[config.mk]
export PLATFORM = sky130hd
export DESIGN_NAME = exec_writeback_stage
export DESIGN_NICKNAME = d
export VERILOG_FILES = /design/src/rtl/cpu_defs_pkg.sv /design/src/rtl/cond_check.sv /design/src/rtl/exec_writeback_stage.sv
export SDC_FILE = /design/constraint.sdc
export NUM_CORES = 1
export LEC_CHECK = 0
export CORE_AREA = 5 5 128 106
export DETAILED_ROUTE_END_ITERATION = 16
export DIE_AREA = 0 0 133 111
export PLACE_DENSITY = 0.76
export SYNTH_ARGS = -nofsm -noshare
export SYNTH_HDL_FRONTEND = slang
export SYNTH_SLANG_ARGS = --single-unit
export TNS_END_PERCENT = 5
[constraint.sdc]
create_clock -name clk -period 2.1 [get_ports clk]
set_input_delay 0.21 -clock clk [delete_from_list [all_inputs] [get_ports clk]]
set_output_delay 0.21 -clock clk [all_outputs]
set_load 0.02 [all_outputs]
[src/rtl/cpu_defs_pkg.sv]
// Shared CPU definitions: opcode and condition encodings, NZCV bit positions,
// and the helper that says which opcodes write their destination register.
package cpu_defs_pkg;

    localparam logic [3:0] OP_ADD = 4'b0000;
    localparam logic [3:0] OP_SUB = 4'b0001;
    localparam logic [3:0] OP_AND = 4'b0010;
    localparam logic [3:0] OP_ORR = 4'b0011;
    localparam logic [3:0] OP_EOR = 4'b0100;
    localparam logic [3:0] OP_MOV = 4'b0101;
    localparam logic [3:0] OP_LSL = 4'b0110;
    localparam logic [3:0] OP_LSR = 4'b0111;
    localparam logic [3:0] OP_CMP = 4'b1000;
    localparam logic [3:0] OP_LDR = 4'b1101;
    localparam logic [3:0] OP_STR = 4'b1110;

    localparam logic [3:0] COND_EQ = 4'b0000;
    localparam logic [3:0] COND_NE = 4'b0001;
    localparam logic [3:0] COND_CS = 4'b0010;
    localparam logic [3:0] COND_CC = 4'b0011;
    localparam logic [3:0] COND_MI = 4'b0100;
    localparam logic [3:0] COND_PL = 4'b0101;
    localparam logic [3:0] COND_VS = 4'b0110;
    localparam logic [3:0] COND_VC = 4'b0111;
    localparam logic [3:0] COND_HI = 4'b1000;
    localparam logic [3:0] COND_LS = 4'b1001;
    localparam logic [3:0] COND_GE = 4'b1010;
    localparam logic [3:0] COND_LT = 4'b1011;
    localparam logic [3:0] COND_GT = 4'b1100;
    localparam logic [3:0] COND_LE = 4'b1101;
    localparam logic [3:0] COND_AL = 4'b1110;
    localparam logic [3:0] COND_NV = 4'b1111;

    localparam int FLAG_N = 3;
    localparam int FLAG_Z = 2;
    localparam int FLAG_C = 1;
    localparam int FLAG_V = 0;

    // ALU ops 0000-0111 and LDR produce a register result; CMP/STR/others do not.
    function automatic logic writes_rd(input logic [3:0] opcode);
        return (opcode[3] == 1'b0) || (opcode == OP_LDR);
    endfunction

endpackage

[src/rtl/cond_check.sv]
// Combinational evaluation of a 4-bit condition code against NZCV flags.
module cond_check
    import cpu_defs_pkg::*;
(
    input  logic [3:0] cond,
    input  logic [3:0] nzcv,
    output logic       pass
);

    logic n, z, c, v;

    assign n = nzcv[FLAG_N];
    assign z = nzcv[FLAG_Z];
    assign c = nzcv[FLAG_C];
    assign v = nzcv[FLAG_V];

    always_comb begin
        pass = 1'b0;
        case (cond)
            COND_EQ: pass = z;
            COND_NE: pass = !z;
            COND_CS: pass = c;
            COND_CC: pass = !c;
            COND_MI: pass = n;
            COND_PL: pass = !n;
            COND_VS: pass = v;
            COND_VC: pass = !v;
            COND_HI: pass = c & !z;
            COND_LS: pass = !c | z;
            COND_GE: pass = (n == v);
            COND_LT: pass = (n != v);
            COND_GT: pass = !z & (n == v);
            COND_LE: pass = z | (n != v);
            COND_AL: pass = 1'b1;
            default: pass = 1'b0;
        endcase
    end

endmodule

[src/rtl/exec_writeback_stage.sv]
// Post-ALU stage: condition evaluation, NZCV ownership, retire/skip statistics,
// and a 2-entry in-order writeback buffer toward the register file.
module exec_writeback_stage
    import cpu_defs_pkg::*;
#(
    parameter int DATA_W = 32,
    parameter int REG_AW = 4,
    parameter int CNT_W  = 16
) (
    input  logic              clk,
    input  logic              rst_n,
    input  logic              flush,
    input  logic              in_valid,
    output logic              in_ready,
    input  logic [DATA_W-1:0] in_result,
    input  logic [3:0]        in_flags,
    input  logic [3:0]        in_opcode,
    input  logic [3:0]        in_cond,
    input  logic              in_s,
    input  logic [REG_AW-1:0] in_rd,
    output logic              out_valid,
    input  logic              out_ready,
    output logic [REG_AW-1:0] out_rd,
    output logic [DATA_W-1:0] out_data,
    output logic [3:0]        nzcv,
    output logic [CNT_W-1:0]  cnt_exec,
    output logic [CNT_W-1:0]  cnt_skip
);

    // Handshakes: a beat transfers on an edge where valid & ready are both high.
    // in_ready depends only on buffer occupancy; flush blocks acceptance.

    logic [1:0]        count;
    logic [REG_AW-1:0] rd1;
    logic [DATA_W-1:0] data1;
    logic              pass;
    logic              accept;
    logic              push;
    logic              pop;

    cond_check u_cond_check (
        .cond (in_cond),
        .nzcv (nzcv),
        .pass (pass)
    );

    assign in_ready  = (count != 2'd2);
    assign out_valid = (count != 2'd0);
    assign accept    = in_valid & in_ready & ~flush;
    assign push      = accept & pass & writes_rd(in_opcode);
    assign pop       = out_valid & out_ready;

    // Slot 0 is the head and drives out_* directly, so it simply holds when empty.
    always_ff @(posedge clk or negedge rst_n) begin
        if (!rst_n) begin
            count    <= 2'd0;
            out_rd   <= '0;
            out_data <= '0;
            rd1      <= '0;
            data1    <= '0;
        end else if (flush) begin
            count <= 2'd0;
        end else if (push && pop) begin
            if (count == 2'd1) begin
                out_rd   <= in_rd;
                out_data <= in_result;
            end else begin
                out_rd   <= rd1;
                out_data <= data1;
                rd1      <= in_rd;
                data1    <= in_result;
            end
        end else if (push) begin
            if (count == 2'd0) begin
                out_rd   <= in_rd;
                out_data <= in_result;
            end else begin
                rd1   <= in_rd;
                data1 <= in_result;
            end
            count <= count + 2'd1;
        end else if (pop) begin
            if (count == 2'd2) begin
                out_rd   <= rd1;
                out_data <= data1;
            end
            count <= count - 2'd1;
        end
    end

    always_ff @(posedge clk or negedge rst_n) begin
        if (!rst_n) begin
            nzcv     <= 4'b0000;
            cnt_exec <= '0;
            cnt_skip <= '0;
        end else if (accept) begin
            if (pass) begin
                cnt_exec <= cnt_exec + CNT_W'(1);
                if (in_s || (in_opcode == OP_CMP)) begin
                    nzcv <= in_flags;
                end
            end else begin
                cnt_skip <= cnt_skip + CNT_W'(1);
            end
        end
    end

endmodule

After elaboration in Yosys (flattened, before gate mapping) --
Cells that the tools add are included.
Operators by class: bitwise gates (word level) 12, add/subtract/negate cells 4, reductions and logical operators 20, equal/unequal tests 25, muxes and demuxes 25
Operators with widths (number):
- $mux 32 | 10
- $mux 4 | 10
- $eq 4x4->1 const B | 9
- $add 16x1->16 const B | 2
- $eq 4x3->1 const B | 4
- $pmux 1 s15 | 1
- $reduce_bool 3->1 | 3
- $eq 4x2->1 const B | 2
- $mux 2 | 4
- $ne 2x2->1 const B | 4
- $reduce_and 4->1 | 2
- $and 1x1->1 | 7
- $reduce_and 2->1 | 3
- $eq 4x1->1 const B | 1
- $logic_not 1->1 | 4
- $logic_not 4->1 | 1
- $reduce_bool 2->1 | 2
- $ne 3x1->1 const B | 1
- $not 1->1 | 3
- $reduce_and 3->1 | 1
- $add 2x1->2 const B | 1
- $eq 2x1->1 const B | 1
- $eq 2x2->1 const B | 1
- $logic_not 2->1 | 1
- other kinds (6) | 8
Storage, ports and cells: output and inout port bits 74, logic and storage cells 94, bits of input ports 54, flip-flop bits (word level) 110

Depth between registers and ports, before layout --
Gate-level depths: netlist (run 1).
depth after elaboration 8, depth in mapped cells 11

Hierarchy --
From an unflattened synthesis (run 1), not the netlist that was laid out.
Unflattened totals: cells, all modules 377, area, all modules 5142.4 um^2
By module, submodules not included:
- exec_writeback_stage | instances 1, sequential area each 2752.6 um^2, area an instance 4948.5 um^2, cells an instance 349
- cond_check | instances 1, sequential area each 0.0 um^2, area an instance 193.9 um^2, cells an instance 28

Worst setup path before layout (run 1) --
OpenSTA, ideal clock, no wires.
kind reg2reg, from reg count[1], to reg out_data[12], library setup time 127 ps, path slack -163 ps, buffers on the path 3, stages on the path, launching flop included 11, arrival time 2136 ps, cells stage by stage dfrtp_1 > ha_1 > or3b_1 > clkbuf_1 > a21oi_4 > nand2_1 > a31oi_4 > or2_1 > buf_4 > buf_6 > a31oi_1
On the way: word-level cells in the longest chain between the ends 8, elaborated cells between the ends (all ways) 18
Ends and longest elaborated chain:
- start, declared | RTL line exec_writeback_stage.sv:33 | logic [1:0] count;
- start signal, assigned | RTL line exec_writeback_stage.sv:81 | count <= count + 2'd1;
- start signal, assigned | RTL line exec_writeback_stage.sv:87 | count <= count - 2'd1;
- $ne 2x2->1 | RTL line exec_writeback_stage.sv:47 | assign in_ready = (count != 2'd2);
- $and 1x1->1 (2 in series) | RTL line exec_writeback_stage.sv:49 | assign accept = in_valid & in_ready & ~flush;
- $and 1x1->1 (2 in series) | RTL line exec_writeback_stage.sv:50 | assign push = accept & pass & writes_rd(in_opcode);
- $logic_and 1x1->1 | RTL line exec_writeback_stage.sv:63 | end else if (push && pop) begin
- $ne 3x1->1 (no source line) / $reduce_bool 3->1 (equally long branches)
- $reduce_and 4->1 (no source line)
- end signal, assigned | RTL line exec_writeback_stage.sv:66 | out_data <= in_result;
- end signal, assigned | RTL line exec_writeback_stage.sv:69 | out_data <= data1;
- end signal, assigned | RTL line exec_writeback_stage.sv:76 | out_data <= in_result;
- end, declared | RTL line exec_writeback_stage.sv:24 | output logic [DATA_W-1:0] out_data,
Several ways; a longest one is shown, not always the timed one. A chain may end at the register's enable or synchronous reset.

Final worst setup path (run 1) --
from reg nzcv[2], to reg out_data[12]
On the way: word-level cells in the longest chain between the ends 8, elaborated cells between the ends (all ways) 15
Ends and longest elaborated chain:
- start, declared | RTL line exec_writeback_stage.sv:25 | output logic [3:0] nzcv,
- start signal, assigned | RTL line exec_writeback_stage.sv:100 | nzcv <= in_flags;
- $logic_not 1->1 | RTL line cond_check.sv:21, cond_check.sv:28, cond_check.sv:32
- $and 1x1->1 (on tied branches) | RTL line cond_check.sv:32, cond_check.sv:28
- $pmux 1 s15 * | RTL line cond_check.sv:19 | case (cond)
- $and 1x1->1 * (2 in series) | RTL line exec_writeback_stage.sv:50
- $logic_and 1x1->1 | RTL line exec_writeback_stage.sv:63
- $ne 3x1->1 (no source line) / $reduce_bool 3->1 (equally long branches)
- $reduce_and 4->1 (no source line)
Mark *: on every way between the ends. The rest lies on a longest branch, timed or not.

==> impl_metrics.csv, run 1 <==
group,metric,value,unit
status,status,"finished clean",
cts,cts_sinks,110,
sta,timing.fmax,477,MHz
critical_path,critPathLaunch,"nzcv[2]",
sta,finClkSkew,0.0106,ns
critical_path,setup.worst_path.end,"out_data[12]",
critical_path,critPathKind,"register to register",
sta,slew_headroom,60.2,%
critical_path,timing.rr.end,"out_data[12]",
yosys,synth.largest_area_cell,"dfrtp_1",
yosys,post-synth-top-count-cell,"dfrtp_1",
finish,final_util,62.5,%
critical_path,r2r_slack,0.002,ns
yosys,synth_common_cells,"110 x dfrtp_1, 51 x nand3_1, 46 x nor3_1, 41 x mux2_2, 39 x o21ai_0",
cts,cts_tree,"done",
critical_path,cp-end-kind,"register",
finish,area_delta_synth_final,40.6,%
sta,finalCritPeriodShare,99.9,%
yosys,netlist_area,0.00534,mm2
placement,dp_hpwl,9530,um
critical_path,reg2reg_depth,10,
yosys,synth_edf_count,0,
finish,layout-drive-gt1-share,20.5,%
route,wl_per_cell,18.0,um
sta,hold_viol,0,
cts,clkTransAtPathRegs,0.08,ns
grt,gr-total-overflow,0,
cts,clock_tree.root_cell,"clkbuf_16",
die,die_w,133,um
worst_hold_path,min_path_type,"input port to register",
worst_hold_path,hold_start,"in_result[31]",
grt,grt_max_degree,111,
die,initial_core_util,44.4,%
critical_path,cp-start-kind,"register",
power,leakagePower,3.13,nW
route,finalWirelength,14300,um
die,die_y,111,um
worst_hold_path,hold_path_depth,3,
cts,cts_max_path_buffers,2,
sta,slew_viol_final,0,
grt,antenna_found_initial,0,
route,vias,4481,
placement,routabilityCongestion,0.871,
critical_path,critPathMaxFanout,18,
cts,cts_max_level,3,
power,vdd_drop_max,0.779,mV
cts,clk_latency,0.34,ns
sta,fin_tns_setup,0,ns
route,drc,0,
sta,period_needed,2.10,ns
critical_path,slowest_delay,0.43,ns
grt,grt_pass1_wl,23700,um
sta,rsz0062_at_grt,"true",
yosys,synth-seq-area-share,51.5,%
yosys,synthArstFlopShare,100,%
grt,gr-usage-all-layers,19.5,%
sta,tightest_slew,0.597,ns
yosys,synth_seq_cells,110,
placement,port_buffers,127,
critical_path,critical_path.most_common_cell,"buf_4",
yosys,yosys-top-cells-area,"dfrtp_1 52%, mux2_2 8.6%, nand3_1 4.8%",
die,die_area,0.0148,mm2
die,pin_count,128,
power,p_per_area,1290,mW/mm2
critical_path,path_cells,"buf_4 -> mux2i_1 -> o21ai_1 -> a21oi_2 -> buf_4 -> a31oi_4 -> or2_4 -> buf_6 -> buf_12 -> a31oi_1",
critical_path,r2r-start,"nzcv[2]",
route,drt_iter0_drc,315,
route,firstDrtPassIters,5,
sta,setup_viol,0,
route,drtAntennaViolNets,0,
yosys,synth.avg_cell_area,10.9,um2
die,core-area,0.0120,mm2
yosys,synth.distinct_cells,49,
yosys,synth_top_area_share,51.5,%
cts,numCtsBuffers,9,
die,rows,36,
route,viasPerCell,5.66,
yosys,synth_nets,550,
yosys,yosysWarnings,0,
grt,grt_pass1_vias,4578,
critical_path,cp_slowest_cell,"dfrtp_1",
finish,n_antenna_cell,0,
critical_path,crit_arrival,2.36,ns
yosys,syn_inst,491,
job,drv_cap,0,
critical_path,crit_required,2.36,ns
yosys,synth_top_flop_cell,"dfrtp_1",
finish,finish.net_count,694,
## logic make-up (layout without fill, tap and decap cells)
kind of cell    count (synthesis)  count (layout)  share of synthesized area (%)
simple gates                  161             161                           17.7
flops                         110             110                           51.5
compound gates                 92              92                           10.5
buf+inv                        45             194                           4.35
mux                            44              44                           9.22
xor+xnor                       34              34                           5.57
fa+ha+maj                       5               5                           1.17
## placed cells by master (no fill, tap or decap), types with 4 or more instances in the layout
cell	n
a21oi_1	5
a31oi_1	36
and2_1	4
and3_1	10
buf_12	9
buf_4	31
clkbuf_16	9
clkdlybuf4s50_1	122
dfrtp_1	110
ha_1	4
inv_1	6
mux2_2	40
nand2_1	12
nand3_1	51
nand3b_1	5
nor3_1	44
nor4_4	5
o21ai_0	28
o21ai_1	9
o21ai_2	4
xnor2_1	13
xor2_1	20
## stage by stage
step | total power, mW | std cells | setup slack (ns) | hold WS [ns] | cell area (um2)
after floorplan | 5.80 | 491 | -0.0815 | -0.0856 | 5360
after global routing | 10.3 | 792 | -0.131 | 0.485 | 7510
after detailed placement | 7.80 | 766 | -0.451 | 0.333 | 6990
after CTS | 9.66 | 787 | -0.0326 | 0.466 | 7430
final | 9.70 | 792 | 0.00193 | 0.469 | 7510
after global placement | 7.62 | 766 | -0.369 | 0.318 | 6990
## metal layers
| metal | global-route usage, % | vias up | share of wire (%) |
|---|---|---|---|
| met5 | 0 | - | 0 |
| met4 | 4.71 | 0 | 1.0 |
| met3 | 4.08 | 11 | 6.1 |
| met2 | 32.4 | 164 | 49 |
| met1 | 26.0 | 2218 | 44 |
| li1 | - | 2088 | - |
## final cells by class
type	count	area, um2
clock buffers	10	239
clock inverters	6	70.1
fillers	955	4520
inverters	6	22.5
multi-input cells	336	2480
flip-flops and latches	110	2750
well taps	152	190
repair buffers	172	1760
## report_power, final
part	switching (mW)	internal, mW	leakage, nW
clock	0.779	0.967	0.153
combinational	2.25	2.20	1.60
sequential	0.568	2.94	1.38
## worst max-delay path, delay by kind of cell, from the launching register on
family,cells,cell delay [ns]
AO/OA/AOI/OAI,4,0.57
multiplexers,1,0.16
buffers and inverters,4,0.60
flip-flops,1,0.43
AND/OR/NAND/NOR,1,0.27
## worst min-delay path by stage
stage / end / slack [ns]
final: out_data[31] / 0.47
after global routing: out_data[5] / 0.48
after CTS: out_data[31] / 0.47
after detailed placement: cnt_skip[15] / 0.33
after global placement: cnt_skip[15] / 0.32
after floorplan: cnt_exec[0] / -0.09
## flip-flops by register name, summed over array words and instances, names as in the netlist
register and cells:
cnt_exec 16, count 2, data1 32, out_data 32, out_rd 4, rd1 4, nzcv 4, cnt_skip 16
## timing repair
| action | 4_1_cts | 5_1_grt |
|---|---|---|
| buffers inserted | 3 | 5 |
| cloned | 1 | 0 |
| pin swaps | 7 | 17 |
| hold buffers | 1 | 0 |
| setup endpoints to repair | 59 | 101 |
| resized for setup | 18 | 21 |
| hold endpoints to repair | 110 | 0 |
Power figures use the tool's default switching activity.
==> run 2, diff against run 1 <==
--- a/config.mk
+++ b/config.mk
@@ -5,6 +5,7 @@
 export SDC_FILE = /design/constraint.sdc
 export NUM_CORES = 1
 export LEC_CHECK = 0
+export CAP_MARGIN = 20
 export CORE_AREA = 5 5 128 106
 export DETAILED_ROUTE_END_ITERATION = 16
 export DIE_AREA = 0 0 133 111
==> results of run 2 <==
No change in the layout: final DEF, timing and power equal those of run 1.
